--- src/rtl/score_controller.sv ---
// Breakout scoring: round-robin award arbitration, saturating score,
// high-score commit at game over.
module score_controller #(
   parameter int unsigned N_SRC     = 4,
   parameter int unsigned PTS_W     = 8,
   parameter int unsigned SCORE_W   = 14,
   parameter int unsigned SCORE_MAX = 9999
) (
   input  logic                     clk,
   input  logic                     rst_n,
   input  logic                     game_start,
   input  logic                     game_over,
   input  logic [N_SRC-1:0]         evt_req,
   input  logic [N_SRC*PTS_W-1:0]   evt_pts,
   output logic [N_SRC-1:0]         evt_ack,
   output logic [SCORE_W-1:0]       score,
   output logic [SCORE_W-1:0]       high_score,
   output logic                     new_record,
   output logic [1:0]               state
);

   localparam int unsigned PTR_W = (N_SRC > 1) ? $clog2(N_SRC) : 1;
   localparam int unsigned IDX_W = PTR_W + 1;
   localparam int unsigned ADD_W = SCORE_W + 1;

   localparam logic [1:0] ST_IDLE   = 2'd0;
   localparam logic [1:0] ST_PLAY   = 2'd1;
   localparam logic [1:0] ST_COMMIT = 2'd2;
   localparam logic [1:0] ST_HOLD   = 2'd3;

   logic [1:0]         state_nxt;
   logic [PTR_W-1:0]   ptr, ptr_nxt;
   logic [N_SRC-1:0]   ack_nxt;
   logic [SCORE_W-1:0] score_nxt, high_nxt;
   logic               rec_nxt;

   logic [PTS_W-1:0]   pts_arr [N_SRC];
   logic [N_SRC-1:0]   elig;
   logic [IDX_W-1:0]   idx;
   logic               gnt_vld;
   logic [PTR_W-1:0]   gnt_idx;
   logic [ADD_W-1:0]   sum;
   logic [SCORE_W-1:0] sum_sat;

   // State and all output registers; reset drops any in-flight ack
   always_ff @(posedge clk or negedge rst_n) begin
      if (!rst_n) begin
         state      <= ST_IDLE;
         ptr        <= '0;
         evt_ack    <= '0;
         score      <= '0;
         high_score <= '0;
         new_record <= 1'b0;
      end else begin
         state      <= state_nxt;
         ptr        <= ptr_nxt;
         evt_ack    <= ack_nxt;
         score      <= score_nxt;
         high_score <= high_nxt;
         new_record <= rec_nxt;
      end
   end

   // Next-state: start wins in IDLE/HOLD, over wins in PLAY
   always_comb begin
      state_nxt = state;
      case (state)
         ST_IDLE:   if (game_start) state_nxt = ST_PLAY;
         ST_PLAY:   if (game_over)  state_nxt = ST_COMMIT;
         ST_COMMIT: state_nxt = ST_HOLD;
         ST_HOLD:   if (game_start) state_nxt = ST_PLAY;
         default:   state_nxt = ST_IDLE;
      endcase
   end

   // Round-robin pick among requesters not being acked this cycle
   always_comb begin
      elig    = evt_req & ~evt_ack;
      gnt_vld = 1'b0;
      gnt_idx = '0;
      idx     = '0;
      for (int k = 0; k < N_SRC; k++) begin
         pts_arr[k] = evt_pts[k*PTS_W +: PTS_W];
         idx = IDX_W'(ptr) + IDX_W'(k);
         if (idx >= IDX_W'(N_SRC)) idx = idx - IDX_W'(N_SRC);
         if (!gnt_vld && elig[idx[PTR_W-1:0]]) begin
            gnt_vld = 1'b1;
            gnt_idx = idx[PTR_W-1:0];
         end
      end
   end

   // Widened add so the sum never wraps before saturation
   always_comb begin
      sum     = ADD_W'(score) + ADD_W'(pts_arr[gnt_idx]);
      sum_sat = (sum > ADD_W'(SCORE_MAX)) ? SCORE_W'(SCORE_MAX) : sum[SCORE_W-1:0];
   end

   // Next values for the registered outputs
   always_comb begin
      ack_nxt   = '0;
      ptr_nxt   = ptr;
      score_nxt = score;
      high_nxt  = high_score;
      rec_nxt   = new_record;
      case (state)
         ST_IDLE, ST_HOLD: begin
            if (game_start) begin
               score_nxt = '0;
               rec_nxt   = 1'b0;
            end
         end
         ST_PLAY: begin
            if (!game_over && gnt_vld) begin
               ack_nxt[gnt_idx] = 1'b1;
               score_nxt        = sum_sat;
               ptr_nxt          = (gnt_idx == PTR_W'(N_SRC-1)) ? '0 : gnt_idx + PTR_W'(1);
            end
         end
         ST_COMMIT: begin
            if (score > high_score) begin
               high_nxt = score;
               rec_nxt  = 1'b1;
            end else begin
               rec_nxt  = 1'b0;
            end
         end
         default: ;
      endcase
   end

endmodule
--- config.mk ---
export PLATFORM = sky130hd
export DESIGN_NAME = score_controller
export DESIGN_NICKNAME = d
export VERILOG_FILES = /design/src/rtl/score_controller.sv
export SDC_FILE = /design/constraint.sdc
export NUM_CORES = 1
export LEC_CHECK = 0
export ABC_AREA = 0
export CORE_MARGIN = 2
export CORE_UTILIZATION = 53
export CTS_BUF_LIST = sky130_fd_sc_hd__clkbuf_4 sky130_fd_sc_hd__clkbuf_8 sky130_fd_sc_hd__clkbuf_16
export DETAILED_ROUTE_END_ITERATION = 7
export GPL_ROUTABILITY_DRIVEN = 0
export GPL_TIMING_DRIVEN = 0
export HOLD_SLACK_MARGIN = 0.05
export PLACE_DENSITY = 0.86
export SYNTH_ARGS = -nofsm -noshare
export SYNTH_HDL_FRONTEND = slang
export SYNTH_SLANG_ARGS = --single-unit
--- constraint.sdc ---
create_clock -name clk -period 6.81 [get_ports clk]
set_input_delay 0.681 -clock clk [delete_from_list [all_inputs] [get_ports clk]]
set_output_delay 0.681 -clock clk [all_outputs]
set_load 0.05 [all_outputs]
* Word-level counts from Yosys, hierarchy flattened *
Index checks and enable logic that the tools add are counted.

word-level totals
  register bits = 37
  bits in latches = 0
  memory bits (writable) = 0
  bits in read-only memories = 0
  input bits = 40
  output and inout bits = 35
  logic and storage cells = 94
  memories kept = 0

cells by class
  $add $sub $neg = 9
  multipliers = 0
  div/mod/pow operators = 0
  $lt $le $gt $ge = 13
  equality and inequality tests = 7
  shifts and indexed selects = 0
  muxes and demuxes = 38
  bitwise logic cells = 3
  reduce and logical (&&, ||, !) cells = 18

operators with widths
  kind                                                         number
  two-way mux 14 bit                                           3
  case mux 14 bit (2 select lines)                             1
  two-way mux 2 bit                                            11
  binary-select mux 8 bit (select 2 bit)                       1
  two-way mux 8 bit                                            2
  adder 14 x 8 -> 15 bit                                       1
  > comparator 15 x 14 -> 1 bit (second input constant)        1
  less-than comparator 2 x 3 -> 1 bit (second input constant)  5
  > comparator 14 bit                                          1
  >= comparator 3 bit (second input constant)                  4
  two-way mux 1 bit                                            11
  binary-select mux 1 bit (select 2 bit)                       4
  two-way mux 4 bit                                            2
  AND reduction 2 bit                                          4
  subtractor 2 x 1 -> 2 bit (second input constant)            4
  adder 2 x 2 -> 3 bit (second input constant)                 2
  == test 2 bit (second input constant)                        3
  case mux 2 bit (3 select lines)                              1
  logical AND 1 bit                                            5
  AND 4 bit                                                    1
  zero test 1 bit                                              4
  != test 2 bit (second input constant)                        2
  NOT 4 bit                                                    1
  nonzero test 2 bit                                           2
  other kinds (12)                                             12

* Depth between registers and ports, before layout *
Gate-level depths: netlist (run 1).

  depth after elaboration = 23
  mapped depth = 18
  mapped depth without buffers = 18

* Worst setup path after synthesis (run 1) *
OpenSTA, ideal clock, no wires.

  kind = flip-flop to flip-flop
  from = register evt_ack[1]
  to = register score[10]
  library setup time = 0.068 ns
  arrival time = 4.299 ns
  required time = 6.742 ns
  setup slack = 2.443 ns
  stages on the path, launching flop included = 19
  path buffers = 1
  clock period less this slack = 4.367 ns
  path through = dfrtp_1 -> nand2b_1 -> o21ai_0 -> nand2_1 -> a21oi_1 -> a21oi_1 -> clkbuf_1 -> mux2i_1 -> a21oi_1 -> ha_1 -> fa_1 -> nand3_1 -> a21oi_2 -> o22a_4 -> or4b_4 -> a31oi_4 -> o41ai_2 -> a21oi_4 -> a221o_1

between the ends
  longest elaborated chain between the ends = 23
  elaborated cells between the ends (all ways) = 36
  those cells by class = 1 x add/sub; 1 x order compare; 1 x eq/ne; 22 x mux; 3 x bitwise; 8 x reduce/logical

RTL lines
  what                                                  RTL line  RTL
  start, declared                                       15        output logic [N_SRC-1:0] evt_ack,
  start signal, assigned                                57        evt_ack <= ack_nxt;
  NOT 4 bit (*)                                         78        elig = evt_req & ~evt_ack;
  AND 4 bit (*)                                         78
  binary-select mux 1 bit (select 2 bit)                86        if (!gnt_vld && elig[idx[PTR_W-1:0]]) begin
  two-way mux 1 bit (implied by the code)               86
  two-way mux 1 bit                                     86
  zero test 1 bit                                       86
  logical AND 1 bit                                     86
  two-way mux 1 bit                                     86
  [6 not listed]                                        n/a
  NOT 2 -> 3 bit (implied by the code)                  95        sum = ADD_W'(score) + ADD_W'(pts_arr[gnt_idx]);
  binary-select mux 8 bit (select 2 bit)                95
  two-way mux 8 bit (implied by the code) (2 in a row)  95
  adder 14 x 8 -> 15 bit                                95
  > comparator 15 x 14 -> 1 bit                         96        sum_sat = (sum > ADD_W'(SCORE_MAX)) ? SCORE_W'(SCORE_MAX) : sum[SCORE_W-1:0];
  two-way mux 14 bit                                    96
  two-way mux 14 bit                                    114       if (!game_over && gnt_vld) begin
  case mux 14 bit (2 select lines)                      106       case (state)
  end signal, assigned                                  58        score <= score_nxt;
  end, declared                                         16        output logic [SCORE_W-1:0] score,

Every way passes the cells marked *; elsewhere a longest branch is shown, timed or not. The select of a mux whose other input is x is not followed.
A chain may end at the register's enable or synchronous reset.

* Final worst setup path (run 1) *
  from = input port evt_req[2]
  to = register score[0]

between the ends
  longest elaborated chain between the ends = 22
  elaborated cells between the ends (all ways) = 35
  those cells by class = 1 x add/sub; 1 x order compare; 1 x eq/ne; 22 x mux; 2 x bitwise; 8 x reduce/logical

RTL lines
  what                                                  RTL line  RTL
  start, declared                                       13        input logic [N_SRC-1:0] evt_req,
  AND 4 bit (*)                                         78
  binary-select mux 1 bit (select 2 bit)                86
  two-way mux 1 bit (implied by the code)               86
  two-way mux 1 bit                                     86
  zero test 1 bit                                       86
  logical AND 1 bit                                     86
  two-way mux 1 bit                                     86
  zero test 1 bit                                       86
  [5 not listed]                                        n/a
  NOT 2 -> 3 bit (implied by the code)                  95
  binary-select mux 8 bit (select 2 bit)                95
  two-way mux 8 bit (implied by the code) (2 in a row)  95
  adder 14 x 8 -> 15 bit                                95
  > comparator 15 x 14 -> 1 bit                         96
  two-way mux 14 bit                                    96
  two-way mux 14 bit                                    114
  case mux 14 bit (2 select lines)                      106

Marks and branches as above.

==> results of run 1 <==
==> flip-flops by register name (all words and copies together) (netlist names) <==
signal / flops
evt_ack: 4
score: 14
new_record: 1
state: 2
high_score: 14
ptr: 2
==> worst min path at each step <==
stage / start / cells past startpoint / slack, ns / to
5_1_grt: rst_n / 1 / 0.55 / high_score[2]
6_report: rst_n / 1 / 0.48 / high_score[12]
3_3_place_gp: new_record / 2 / 0.46 / new_record
4_1_cts: rst_n / 1 / 0.51 / score[12]
2_1_floorplan: rst_n / 0 / 0.39 / evt_ack[0]
3_5_place_dp: new_record / 2 / 0.49 / new_record
==> power by group <==
group | switching, µW | total (µW) | internal [µW]
logic | 699 | 1170 | 468
registers | 69.9 | 345 | 275
clock network | 75.2 | 159 | 84.3
total | 844 | 1670 | 827
==> per-layer routing <==
layer | vias to the layer above | wire length [µm] | global-route usage
li1 | 1291 | - | -
met1 | 1200 | 2820 | 0.3077
met2 | 124 | 3506 | 0.4357
met3 | 13 | 484 | 0.04186
met4 | 0 | 114 | 0.08036
met5 | - | 0 | 0
==> per-stage QoR <==
step	hold slack, ns	power [µW]
finish	0.4833	1671
global route	0.5451	1804
CTS	0.5103	1666
detailed placement	0.4935	1493
global placement	0.4627	1450
floorplan	0.3854	1194
==> cell type report <==
| cell class | count | area [µm²] |
|---|---|---|
| tap | 70 | 87.58 |
| sequential | 37 | 925.9 |
| clock buffer | 7 | 90.09 |
| inverter | 22 | 82.58 |
| multi-input combinational | 242 | 1815 |
| buffer | 6 | 31.28 |
| timing repair buffer | 74 | 735.7 |
| fill | 407 | 1371 |
==> synthesized netlist by cell type, types with 2 or more instances <==
cell      number  area share
o21a_1         3      0.0079
xor2_1         3      0.0092
o21ai_0       15       0.026
a211oi_1      10       0.026
mux2_2        14       0.055
and2_1        14       0.031
a221o_1        6       0.021
o21bai_1       2      0.0053
ha_1          30        0.13
dfrtp_1       37        0.32
nand2b_1       5       0.011
a21oi_1       29       0.051
xnor2_1        3      0.0092
nor3b_1        2      0.0053
nand2_1       22       0.029
nor3_1         5      0.0088
a21o_1         6       0.016
nor2b_1        6       0.013
mux2i_1       10       0.035
nand4_1        8       0.018
inv_1         21       0.028
nor2_1        16       0.021
nand3_1        9       0.016
clkbuf_1       4      0.0053
a22o_1         2      0.0061
a31oi_1        2      0.0044
==> critical path, delay by kind of cell <==
family,cells,cell delay (ns)
simple gates,3,0.64
fa+ha+maj,1,0.34
compound gates,11,2.73
buf+inv,2,1.02
==> cells by family after synthesis <==
group | after synthesis | synth area share
simple gates | 94 | 0.1740
compound gates | 87 | 0.2147
flops | 37 | 0.3243
fa+ha+maj | 31 | 0.1385
buf+inv | 28 | 0.03987
mux | 24 | 0.09027
xor+xnor | 6 | 0.01841
==> impl_results.md, run 1 <==
* Critical path's slowest cell: clkbuf_1
* Hold-fix buffers, CTS at 0
* Chip width at 77.40 µm
* Die area at 5990 µm²
* DR DRC count at 0
* Most used flip-flop cell after synthesis: dfrtp_1
* Count of cell types in the netlist at 49
* Total track usage at 0.2471
* Pin count of the biggest net entering global routing at 38
* Area growth, synth to finish at 31.99%
* Most common cell after layout, fill and taps aside: clkdlybuf4s50_1
* Crit-path max FO at 11
* Slew @ Worst Pin at 0.9678 ns
* Post-layout nets at 459
* Critical Path End: score[0]
* # Post-CTS Setup Buffers at 0
* Final setup vio count at 0
* Num CTS Buffers at 5
* Slew Viols, Final at 0
* Die Span Y at 77.40 µm
* Dpl cells at 451
* HP Class: in2async
* Status: complete, no violations
* CTS Root Cell: clkbuf_8
* Crit path launch: evt_req[2]
* Number of global-route vias before repair at 2,613
* Commonest cells after routing, fill and taps aside: 73 x clkdlybuf4s50_1, 37 x dfrtp_1, 30 x ha_1, 29 x a21oi_1, 22 x nand2_1
* Max Cap Viol at 0
* Worst Setup Start Kind: input port
* CTS tree: built
* Sequential area share after synthesis at 0.3243
* Crit end category: register
* Ys async rst share at 1.000
* Core ar. at 5140 µm²
* Final Hold Violating Endpoints at 0
* Post-route ant nets at 0
* Net Count, Synth at 378
* Ys Warns at 0
* PwrDens at 443.3 nW/µm²
* H-tree depth at 2
* PnR worst setup slack at 1.559 ns
* Setup TNS at 0 ns
* CP required at 6.98 ns
* Row cnt at 26
* DRT iter0 DRCs at 196
* Sink Count at 37
* RSZ-0062 raised after global routing: no
* Post-cts repair resize count at 0
* Mapped cell area at 2855 µm²
* Number of iterations in the first detailed-routing pass at 5
* Fin area at 3769 µm²
* Synth Register Bits at 37
* R2R Path Start: ptr[1]
* DP HPWL at 5.416 mm
* Post-synthesis average cell area at 9.300 µm²
* Crit-path max cell delay at 0.57 ns
* DR vias at 2,628
* Worst R2R Setup Slack at 2.00 ns
* Pre-CTS WS at 1.375 ns
* Leakage power total at 0.001697 µW
* Post-Layout Cell Count at 458
* Via density at 5.738
* Fin util at 0.7332
* Max clock buf depth at 2
* R2R Path End: score[0]
* Wirelength per Cell at 15.12 µm
* Worst slew margin at 0.3498
* Register-to-Register Path Depth at 18
* Most frequent CP cell: a21oi_1
* Max Fclk at 0.1904 GHz
* Clk Latency, worst-skew pair at 0.29 ns
* Tmin final at 5.251 ns
* Clk slew on worst S/H paths at 0.07 ns
* Grt total ovfl at 0
* First-pass GRT wire length at 12.00 mm
* I/O Buffers at 74
* Critical path class: in2reg
* Period utilization at 0.7711
* Placed cell area at 3679 µm²
* Share of post-route cells with drive strength above 1 at 0.08247
* Initial Utilization at 0.5555
* Initial antenna violation count at 0
* Arrival time worst endpoint at 5.42 ns
* N_diodes at 0
* VDD IR max at 0.0002079 V
* Post-synth EDFFs at 0
* Total wire length at 6.925 mm
* Clk_skew at 0.005669 ns
* Cell count after synthesis at 307
* Critical path, cell by cell: clkdlybuf4s50_1 > nor2b_1 > a21oi_1 > a21oi_1 > clkbuf_1 > and2_1 > a211oi_1 > a21oi_1 > ha_1 > a21oi_1 > o22a_1 > o211ai_2 > nand3_1 > a21oi_1 > o41ai_2 > a21oi_4 > a221o_1
* Ports at 75
Power figures use the tool's default switching activity.
==> run 2: changes to the inputs <==
--- a/config.mk
+++ b/config.mk
@@ -7,13 +7,13 @@
 export LEC_CHECK = 0
 export ABC_AREA = 0
 export CORE_MARGIN = 2
-export CORE_UTILIZATION = 53
+export CORE_UTILIZATION = 49
 export CTS_BUF_LIST = sky130_fd_sc_hd__clkbuf_4 sky130_fd_sc_hd__clkbuf_8 sky130_fd_sc_hd__clkbuf_16
 export DETAILED_ROUTE_END_ITERATION = 7
 export GPL_ROUTABILITY_DRIVEN = 0
 export GPL_TIMING_DRIVEN = 0
 export HOLD_SLACK_MARGIN = 0.05
-export PLACE_DENSITY = 0.86
+export PLACE_DENSITY = 0.8
 export SYNTH_ARGS = -nofsm -noshare
 export SYNTH_HDL_FRONTEND = slang
 export SYNTH_SLANG_ARGS = --single-unit
==> constraint.sdc (replaced) <==
create_clock -name clk -period 5.4 [get_ports clk]
set_input_delay 0.54 -clock clk [delete_from_list [all_inputs] [get_ports clk]]
set_output_delay 0.54 -clock clk [all_outputs]
set_load 0.05 [all_outputs]
==> run 2 against run 1 <==
  * Clock power rose by 59%
  * Final cell count rose by 0.66%
  * Non-clock buffer count is the same
  * Routed wire length shrank 1.7%
  * Register-to-register slack worse by 1.3 ns
  * Clock skew decreased by 0.0014 ns
  * Sequential cell count unchanged
  * Power grew 29%
  * Sequential power rose by 26%
  * Critical endpoint is now score[2]
  * Clock-buffer cell count unchanged
  * Die area up 7.7%
  * Worst hold slack got worse by 0.15 ns
==> impl_results.md, run 2 (same netlist as run 1, synthesis figures left out) <==
* Status: complete, no violations
* PwrDens at 564.4 nW/µm²
* Critical path, cell by cell: clkdlybuf4s50_1 > nand2b_1 > o21ai_0 > nand2_1 > a21oi_1 > a21oi_1 > clkinv_1 > a211oi_1 > a21oi_1 > ha_1 > fa_1 > nand3_1 > a21oi_2 > o22a_4 > or4b_4 > a31oi_4 > o41ai_2 > a21oi_4 > a221o_1
* Max clock buf depth at 2
* Pin count of the biggest net entering global routing at 38
* R2R Path End: score[2]
* Crit path max-delay family: compound AO/OA/AOI/OAI gates
* Most frequent CP cell: a21oi_1
* Initial antenna violation count at 0
* Max Fclk at 0.2027 GHz
* Number of iterations in the first detailed-routing pass at 5
* Clk Latency, worst-skew pair at 0.29 ns
* Largest registers: high_score x14, score x14, evt_ack x4
* Register-to-Register Path Depth at 18
* HP Class: in2async
* Number of global-route vias before repair at 2,654
* Crit-path max cell delay at 0.50 ns
* Fill cells at 506
* CP required at 5.62 ns
* Slew @ Worst Pin at 0.9227 ns
* Die Span Y at 80.34 µm
* Ports at 75
* Share of post-route cells with drive strength above 1 at 0.08997
* Power Total at 2149 µW
* Worst Setup Start Kind: input port
* Seq. cell area at 925.9 µm²
* Via density at 5.766
* Post-route ant nets at 0
* Area of the multi-input gates at 1821 µm²
* VDD IR max at 0.0003074 V
* DRT iter0 DRCs at 98
* Slew Viols, Final at 0
* Sink Count at 37
* Tmin final at 4.932 ns
* Setup TNS at 0 ns
* I/O Buffers at 74
* Critical path class: in2reg
* Final setup vio count at 0
* Core ar. at 5574 µm²
* Leakage power total at 0.001716 µW
* N_diodes at 0
* Chip width at 80.34 µm
* Clk_skew at 0.004236 ns
* Clk slew on worst S/H paths at 0.07 ns
* Pre-CTS WS at 0.04625 ns
* Critical path's slowest cell: a21oi_1
* Final Hold Violating Endpoints at 0
* Max Cap Viol at 0
* Total wire length at 6.810 mm
* CTS Root Cell: clkbuf_8
* Total track usage at 0.2199
* Grt total ovfl at 0
* Worst R2R Setup Slack at 0.73 ns
* Worst path buffer plus inverter count at 2
* Row cnt at 27
* R2R Path Start: evt_ack[1]
* Most common cell after layout, fill and taps aside: clkdlybuf4s50_1
* Die area at 6454 µm²
* Post-layout nets at 459
* Post-Layout Cell Count at 461
* First-pass GRT wire length at 11.24 mm
* Crit end category: register
* Initial Utilization at 0.5122
* CTS tree: built
* H-tree depth at 2
* PnR worst setup slack at 0.4678 ns
* RSZ-0062 raised after global routing: no
* Period utilization at 0.9134
* DR DRC count at 0
* Arrival time worst endpoint at 5.16 ns
* DR vias at 2,658
* Dpl cells at 453
* Worst slew margin at 0.3797
* Area growth, synth to finish at 33.35%
* Wirelength per Cell at 14.77 µm
* Crit-path max FO at 10
* Num CTS Buffers at 5
* Fin util at 0.6831
* Commonest cells after routing, fill and taps aside: 73 x clkdlybuf4s50_1, 37 x dfrtp_1, 30 x ha_1, 29 x a21oi_1, 22 x nand2_1
* DP HPWL at 5.481 mm
[run 2: changes by cell type in the layout (fill, tap and decap cells not counted)]
cell,change
clkbuf_1,-1
nor3_2,+1
clkbuf_2,+1
nor3_1,-1
bufinv_16,+1
[run 2: where the power goes]
part | leakage, µW | total [µW] | internal [µW] | switching, µW
registers | 0.000500 | 434 | 347 | 87.0
clock network | 0.0000619 | 253 | 156 | 97.0
logic | 0.00115 | 1460 | 589 | 874
total | 0.00172 | 2150 | 1090 | 1060
[run 2: layout make-up]
type	instances	share of cell area
buffer	6	0.008544
sequential	37	0.2432
clock inverter	1	0.007887
tap	72	0.02366
clock buffer	7	0.02366
timing repair buffer	74	0.1932
multi-input combinational	242	0.4781
inverter	22	0.02169
[run 2: how the worst max path moves through the flow]
| stage | from | to | slack [ns] | cells past startpoint |
|---|---|---|---|---|
| floorplan | evt_ack[1] | score[10] | 1.03 | 18 |
| global placement | evt_req[2] | score[0] | 0.12 | 16 |
| detailed placement | evt_req[2] | score[2] | 0.05 | 16 |
| CTS | evt_req[1] | score[8] | 0.30 | 17 |
| global route | evt_req[1] | score[11] | 0.09 | 18 |
| finish | evt_req[1] | score[2] | 0.47 | 19 |
[run 2: worst register-to-register path, cell delays in order, from the launching register on]
cell and delay (ns):
dfrtp_1 0.35, nand2b_1 0.19, o21ai_0 0.13, nand2_1 0.09, a21oi_1 0.06, a21oi_1 0.50
clkinv_1 0.45, a211oi_1 0.32, a21oi_1 0.10, ha_1 0.26, fa_1 0.41, nand3_1 0.14
a21oi_2 0.11, o22a_4 0.26, or4b_4 0.50, a31oi_4 0.20, o41ai_2 0.14, a21oi_4 0.24
a221o_1 0.15
[run 2: timing repair]
action                     4_1_cts  5_1_grt
hold buffers                     0        0
setup buffers                    0        0
setup endpoints to repair        0       10
gates resized for setup          0        3
[run 2: through the flow]
stage / hold WS (ns) / instance area, µm²
floorplan: 0.2444 / 2855
global placement: 0.4650 / 3686
detailed placement: 0.5081 / 3681
CTS: 0.3578 / 3801
global route: 0.3985 / 3807
finish: 0.3346 / 3807
[run 2: routing by layer]
layer | global-route usage | wire (µm) | share of wire | up-vias
li1 | - | - | - | 1286
met1 | 0.2607 | 2877 | 0.42 | 1268
met2 | 0.4025 | 3438 | 0.50 | 95
met3 | 0.03820 | 391 | 0.057 | 9
met4 | 0.06610 | 104 | 0.015 | 0
met5 | 0 | 0 | 0 | -
